--- config.mk ---
export PLATFORM = sky130hd
export DESIGN_NAME = retire_monitor_flat
export DESIGN_NICKNAME = d
export VERILOG_FILES = /design/src/rtl/retire_monitor_pkg.sv /design/src/rtl/retire_monitor_if.sv /design/src/rtl/retire_monitor_sat_counter.sv /design/src/rtl/retire_monitor.sv /design/src/flat_wrapper.sv
export SDC_FILE = /design/constraint.sdc
export NUM_CORES = 1
export LEC_CHECK = 0
export BUFFER_PORTS_ARGS = -buffer_cell sky130_fd_sc_hd__buf_2
export CAP_MARGIN = 40
export CORE_ASPECT_RATIO = 0.8
export CORE_MARGIN = 2
export CORE_UTILIZATION = 55
export DETAILED_ROUTE_END_ITERATION = 7
export GPL_TIMING_DRIVEN = 0
export PLACE_DENSITY = 0.82
export SLEW_MARGIN = 20
export SYNTH_ARGS = -nofsm -noshare
export SYNTH_HDL_FRONTEND = slang
export SYNTH_SLANG_ARGS = --single-unit
--- constraint.sdc ---
create_clock -name clk -period 3.9 [get_ports clk]
set_input_delay 0.39 -clock clk [delete_from_list [all_inputs] [get_ports clk]]
set_output_delay 0.39 -clock clk [all_outputs]
set_load 0.05 [all_outputs]
--- src/rtl/retire_monitor_pkg.sv ---
// Shared RISC-V opcode constants and monitor state type for the retire-stream monitor.
// Imported by the interface users and the monitor top.
package retire_monitor_pkg;

  localparam logic [6:0]  OPC_BRANCH     = 7'b1100011;
  localparam logic [6:0]  OPC_JAL        = 7'b1101111;
  localparam logic [6:0]  OPC_JALR       = 7'b1100111;
  localparam logic [31:0] INST_SELF_LOOP = 32'h0000_006F;

  typedef enum logic [1:0] {
    MON_IDLE,
    MON_RUN,
    MON_HALTED,
    MON_TIMEOUT
  } mon_state_e;

  function automatic logic is_jump(input logic [6:0] opc);
    return (opc == OPC_JAL) || (opc == OPC_JALR);
  endfunction

endpackage

--- src/rtl/retire_monitor_if.sv ---
// Retire stream bundle: one (pc, instruction) pair per retired op.
// The CPU side drives it; monitors only observe it.
interface retire_monitor_if #(
  parameter int XLEN = 32
) ();

  logic            retire_valid;
  logic [XLEN-1:0] retire_pc;
  logic [31:0]     retire_inst;

  modport master (output retire_valid, retire_pc, retire_inst);
  modport slave  (input  retire_valid, retire_pc, retire_inst);

endinterface

--- src/rtl/retire_monitor_sat_counter.sv ---
// Saturating up-counter with synchronous reset and soft clear.
// Holds at all-ones instead of wrapping; en gates every increment.
module sat_counter #(
  parameter int W = 32
) (
  input  logic         clk,
  input  logic         rst_n,
  input  logic         clr,
  input  logic         inc,
  input  logic         en,
  output logic [W-1:0] q
);

  // NOTE: state registers use non-blocking assignment so every flop samples pre-edge values.
  always_ff @(posedge clk) begin
    if (!rst_n || clr) begin
      q <= '0;
    end else if (en && inc && (q != '1)) begin
      q <= q + W'(1);
    end
  end

endmodule

--- src/rtl/retire_monitor.sv ---
// End-of-test monitor on the retire stream: counts cycles/instructions/branches/jumps,
// detects the `jal x0, 0` self-loop halt and a RUN-state watchdog timeout.
module retire_monitor
  import retire_monitor_pkg::*;
#(
  parameter int XLEN           = 32,
  parameter int CNT_W          = 32,
  parameter int HALT_REPEAT    = 2,
  parameter int TIMEOUT_CYCLES = 1000
) (
  input  logic                  clk,
  input  logic                  rst_n,
  input  logic                  clear,
  retire_monitor_if.slave       rt,
  output logic                  done,
  output logic                  halted,
  output logic                  timed_out,
  output logic [XLEN-1:0]       halt_pc,
  output logic [CNT_W-1:0]      cycle_cnt,
  output logic [CNT_W-1:0]      instret_cnt,
  output logic [CNT_W-1:0]      branch_cnt,
  output logic [CNT_W-1:0]      jump_cnt
);

  localparam int REP_W = $clog2(HALT_REPEAT + 1);

  mon_state_e       state;
  logic [REP_W-1:0] rep_q;
  logic [REP_W-1:0] rep_nxt;
  logic [XLEN-1:0]  last_loop_pc;

  logic [6:0] opc;
  logic       self_loop;
  logic       active;
  logic       halt_hit;
  logic       timeout_hit;

  assign opc       = rt.retire_inst[6:0];
  assign self_loop = rt.retire_valid && (rt.retire_inst == INST_SELF_LOOP);
  // The entry retire in IDLE is treated exactly like a RUN-cycle retire.
  assign active    = (state == MON_RUN) || ((state == MON_IDLE) && rt.retire_valid);

  // NOTE: every always_comb output gets a default first so no latch is inferred.
  always_comb begin
    rep_nxt = rep_q;
    if (rt.retire_valid) begin
      if (self_loop) begin
        if ((rep_q == '0) || (rt.retire_pc == last_loop_pc)) begin
          rep_nxt = rep_q + REP_W'(1);
        end else begin
          rep_nxt = REP_W'(1);
        end
      end else begin
        rep_nxt = '0;
      end
    end
  end

  assign halt_hit    = active && self_loop && (rep_nxt == REP_W'(HALT_REPEAT));
  assign timeout_hit = active && ((64'(cycle_cnt) + 64'd1) == 64'(TIMEOUT_CYCLES));

  always_ff @(posedge clk) begin
    if (!rst_n || clear) begin
      state        <= MON_IDLE;
      done         <= 1'b0;
      halted       <= 1'b0;
      timed_out    <= 1'b0;
      halt_pc      <= '0;
      rep_q        <= '0;
      last_loop_pc <= '0;
    end else begin
      case (state)
        MON_IDLE, MON_RUN: begin
          if (active) begin
            rep_q <= rep_nxt;
            if (self_loop) begin
              last_loop_pc <= rt.retire_pc;
            end
            // Halt takes priority over a coincident timeout.
            if (halt_hit) begin
              state   <= MON_HALTED;
              halted  <= 1'b1;
              done    <= 1'b1;
              halt_pc <= rt.retire_pc;
            end else if (timeout_hit) begin
              state     <= MON_TIMEOUT;
              timed_out <= 1'b1;
              done      <= 1'b1;
            end else begin
              state <= MON_RUN;
            end
          end
        end
        default: ;
      endcase
    end
  end

  sat_counter #(.W(CNT_W)) u_cycle_cnt (
    .clk   (clk),
    .rst_n (rst_n),
    .clr   (clear),
    .inc   (1'b1),
    .en    (active),
    .q     (cycle_cnt)
  );

  sat_counter #(.W(CNT_W)) u_instret_cnt (
    .clk   (clk),
    .rst_n (rst_n),
    .clr   (clear),
    .inc   (rt.retire_valid),
    .en    (active),
    .q     (instret_cnt)
  );

  sat_counter #(.W(CNT_W)) u_branch_cnt (
    .clk   (clk),
    .rst_n (rst_n),
    .clr   (clear),
    .inc   (rt.retire_valid && (opc == OPC_BRANCH)),
    .en    (active),
    .q     (branch_cnt)
  );

  sat_counter #(.W(CNT_W)) u_jump_cnt (
    .clk   (clk),
    .rst_n (rst_n),
    .clr   (clear),
    .inc   (rt.retire_valid && is_jump(opc)),
    .en    (active),
    .q     (jump_cnt)
  );

endmodule
--- src/flat_wrapper.sv ---
// flat-port wrapper written by rule: the top's interface ports become plain ports
module retire_monitor_flat import retire_monitor_pkg::*;
#(
  parameter int XLEN           = 32,
  parameter int CNT_W          = 32,
  parameter int HALT_REPEAT    = 2,
  parameter int TIMEOUT_CYCLES = 1000
)
  (clk, rst_n, clear, done, halted, timed_out, halt_pc, cycle_cnt, instret_cnt, branch_cnt, jump_cnt, rt_retire_valid, rt_retire_pc, rt_retire_inst);
  retire_monitor_if #(.XLEN(XLEN)) rt_i ();
  input  logic clk;
  input  logic rst_n;
  input  logic clear;
  output logic done;
  output logic halted;
  output logic timed_out;
  output logic [XLEN-1:0] halt_pc;
  output logic [CNT_W-1:0] cycle_cnt;
  output logic [CNT_W-1:0] instret_cnt;
  output logic [CNT_W-1:0] branch_cnt;
  output logic [CNT_W-1:0] jump_cnt;
  input wire logic [$bits(rt_i.retire_valid)-1:0] rt_retire_valid;
  input wire logic [$bits(rt_i.retire_pc)-1:0] rt_retire_pc;
  input wire logic [$bits(rt_i.retire_inst)-1:0] rt_retire_inst;
  assign rt_i.retire_valid = rt_retire_valid;
  assign rt_i.retire_pc = rt_retire_pc;
  assign rt_i.retire_inst = rt_retire_inst;
  retire_monitor #(.XLEN(XLEN), .CNT_W(CNT_W), .HALT_REPEAT(HALT_REPEAT), .TIMEOUT_CYCLES(TIMEOUT_CYCLES)) u_core (.clk(clk), .rst_n(rst_n), .clear(clear), .rt(rt_i), .done(done), .halted(halted), .timed_out(timed_out), .halt_pc(halt_pc), .cycle_cnt(cycle_cnt), .instret_cnt(instret_cnt), .branch_cnt(branch_cnt), .jump_cnt(jump_cnt));
endmodule
==> metrics <==
via-per-instance ratio 5.510; initial core utilization 56.68%; final setup fails 0; reported max-cap violation count 0; full die area 18,240 um^2; Yosys reg bits 199; clk sinks 199; CP Max Fanout 10; top sig layer met4; number of synthesized flops with an enable pin 0; Synth Area per Inst 8.663 um^2; H-tree Lvls 4; M1 wire length 11.46 mm; Final min period 3.070 ns; period utilization 78.71%; Cell Area, Synth 9443 um^2; Max Clk Rate 325.8 MHz; Via Count 8,672; Setup Buffers After CTS 0; Clock Path Buffers 2; Total Routing Usage GR 27.38%; clock slew seen by the registers of the worst setup and hold paths 0.08 ns; Top FF cell, synth dfxtp_1; r2r setup slk 0.83 ns; actual slew at the worst max-slew pin 0.8690 ns; # IOs 231; Yosys warnings 0; CP startpoint kind flop; area of the multi-input gates 5110 um^2; Resize count post-CTS 0; starting DRC count in detailed routing 615; Layout area overhead 21.74%; Crit. End Element flop; first-pass GRT wire length 39.83 mm; CTS buffer count 17; Pleak 4.277 nW; # fillers 1,355; CP Data Arrival Time 3.38 ns; largest area contributor in the netlist dfxtp_1; RSZ-0062 raised after global routing false; Netlist cell types 61; largest cells by area after synthesis dfxtp_1, xnor2_1, nor2_1; CTS tree done; antenna cells 0; ys async rst share 0%; Port Buffers 230; Pwr per Cell Area 347.0 nW/um^2; Yosys top cell area share 42.19%; DP Wirelength 18.79 mm; worst skew pair latency 0.44 ns; core area 16,660 um^2; vias in the first global route 7,846; Post-Synthesis Cells 1,090; largest net degree at the start of global routing 23; Peak VDD IR 271.9 uV; clk_skew 0.01268 ns; worst hold path type in2reg; DR WL/cell 15.88 um; most instantiated library cell after synthesis nor2_1; ANT nets after route 0; Storage cell area 3984 um^2; WL final 25.00 mm; Die Y 121.2 um; Fin. Hold Viols 0; routed length on met3 1.901 mm; WS Path Type reg2reg; top cells by count, synth nor2_1, dfxtp_1, xnor2_1; status finished clean; Final #Nets 1,414; met2 wire length 11.34 mm; Critical Path RT 4.21 ns; Slew headroom 41.62%; routability cong. 0.9550; share of layout cells above drive strength 1 22.60%; clk root buf clkbuf_16; FP Rows 42; hold_buf cts 0; total power 3.989 mW; DR pass1 iterations 5; DIE WIDTH 150.5 um; Remaining DRCs 0; antenna violations before repair 0; Final Slew Violations 0; grt ovf 0; tightest hold margin 0.2314 ns; post-synthesis sequential area ratio 42.19%; setup_tns 0 ns; syn nets 1,163
-- critical path: stages (launching register included) --
cell and delay (ns):
dfxtp_1 0.48, ha_1 0.20, clkbuf_1 0.31, and4_1 0.30, nand4_1 0.37, o31ai_1 0.50, buf_2 0.31, nor2_1 0.13
nand4_1 0.13, xor2_1 0.15, nor2_1 0.05
-- cells by family (layout without fill, tap and decap cells) --
| group | Yosys count | in the layout | share of synthesized area (%) |
|---|---|---|---|
| and+or+nand+nor | 543 | 543 | 28.34 |
| DFF | 199 | 199 | 42.19 |
| xor gates and xnor gates | 157 | 157 | 14.56 |
| buffers and inverters | 70 | 334 | 3.697 |
| muxes | 68 | 68 | 7.221 |
| AOI/OAI and AO/OA | 48 | 48 | 3.326 |
| adders and majority gates | 5 | 5 | 0.6625 |
-- power by group --
group,switching [mW],internal (mW),leakage [nW],total (mW)
clock network,0.927,0.886,0.299,1.81
registers,0.00291,2.03,1.60,2.03
logic,0.0920,0.0506,2.38,0.143
-- worst paths after layout --
| kind | cells past startpoint | end | startpoint |
|---|---|---|---|
| setup reg to reg | 10 | u_core.u_cycle_cnt.q[31]$_SDFFE_PP0P_ | u_core.u_cycle_cnt.q[0]$_SDFFE_PP0P_ |
| setup / recovery | 10 | u_core.u_cycle_cnt.q[31]$_SDFFE_PP0P_ | u_core.u_cycle_cnt.q[0]$_SDFFE_PP0P_ |
| hold reg to reg | 2 | u_core.rep_q[0]$_SDFFE_PP0P_ | u_core.rep_q[0]$_SDFFE_PP0P_ |
| hold / removal | 3 | u_core.halt_pc[20]$_SDFFE_PP0P_ | rt_retire_pc[20] |
-- per-layer routing --
metal | vias to the layer above | track usage (%)
met5 | - | 0
met4 | 0 | 6.604
met3 | 29 | 6.015
met2 | 306 | 42.73
met1 | 4094 | 38.56
li1 | 4243 | -
-- cells in the final DEF, fill, tap and decap left out, types with 21 or more instances in the layout --
cell        n
buf_2     240
nor2_1    237
dfxtp_1   199
xnor2_1   104
mux2i_1    67
nand4_1    60
nand2_1    58
xor2_1     53
nand3_1    48
nor3_1     38
clkbuf_1   28
inv_1      22
nor4_1     21
-- stage by stage --
stage               area [um^2]  setup slack (ns)  utilization [%]  std cells
floorplan                  9443             1.163                -       1090
global route              11500            0.6045            69.01       1574
CTS                       11490            0.9095            68.98       1573
finish                    11500            0.8303            69.01       1574
global placement          10870            0.9568            65.25       1540
detailed placement        10870            0.9413            65.28       1541
-- sequential cells by signal, summed over array words and instances, names as in the netlist --
signal                  count
u_core.done                 1
u_core.timed_out            1
u_core.u_jump_cnt.q        32
u_core.halted               1
u_core.u_branch_cnt.q      32
u_core.state                2
u_core.last_loop_pc        32
u_core.u_instret_cnt.q     32
u_core.rep_q                2
u_core.halt_pc             32
u_core.u_cycle_cnt.q       32
-- cell type report --
class / instances / area share (%)
clock buffer: 17 / 3.700
clock inverter: 15 / 1.665
sequential: 199 / 34.65
multi-input combinational: 821 / 44.45
tap: 220 / 2.394
buffer: 48 / 2.318
timing repair buffer: 232 / 10.10
inverter: 22 / 0.7183
(Power assumes the default switching activity.)
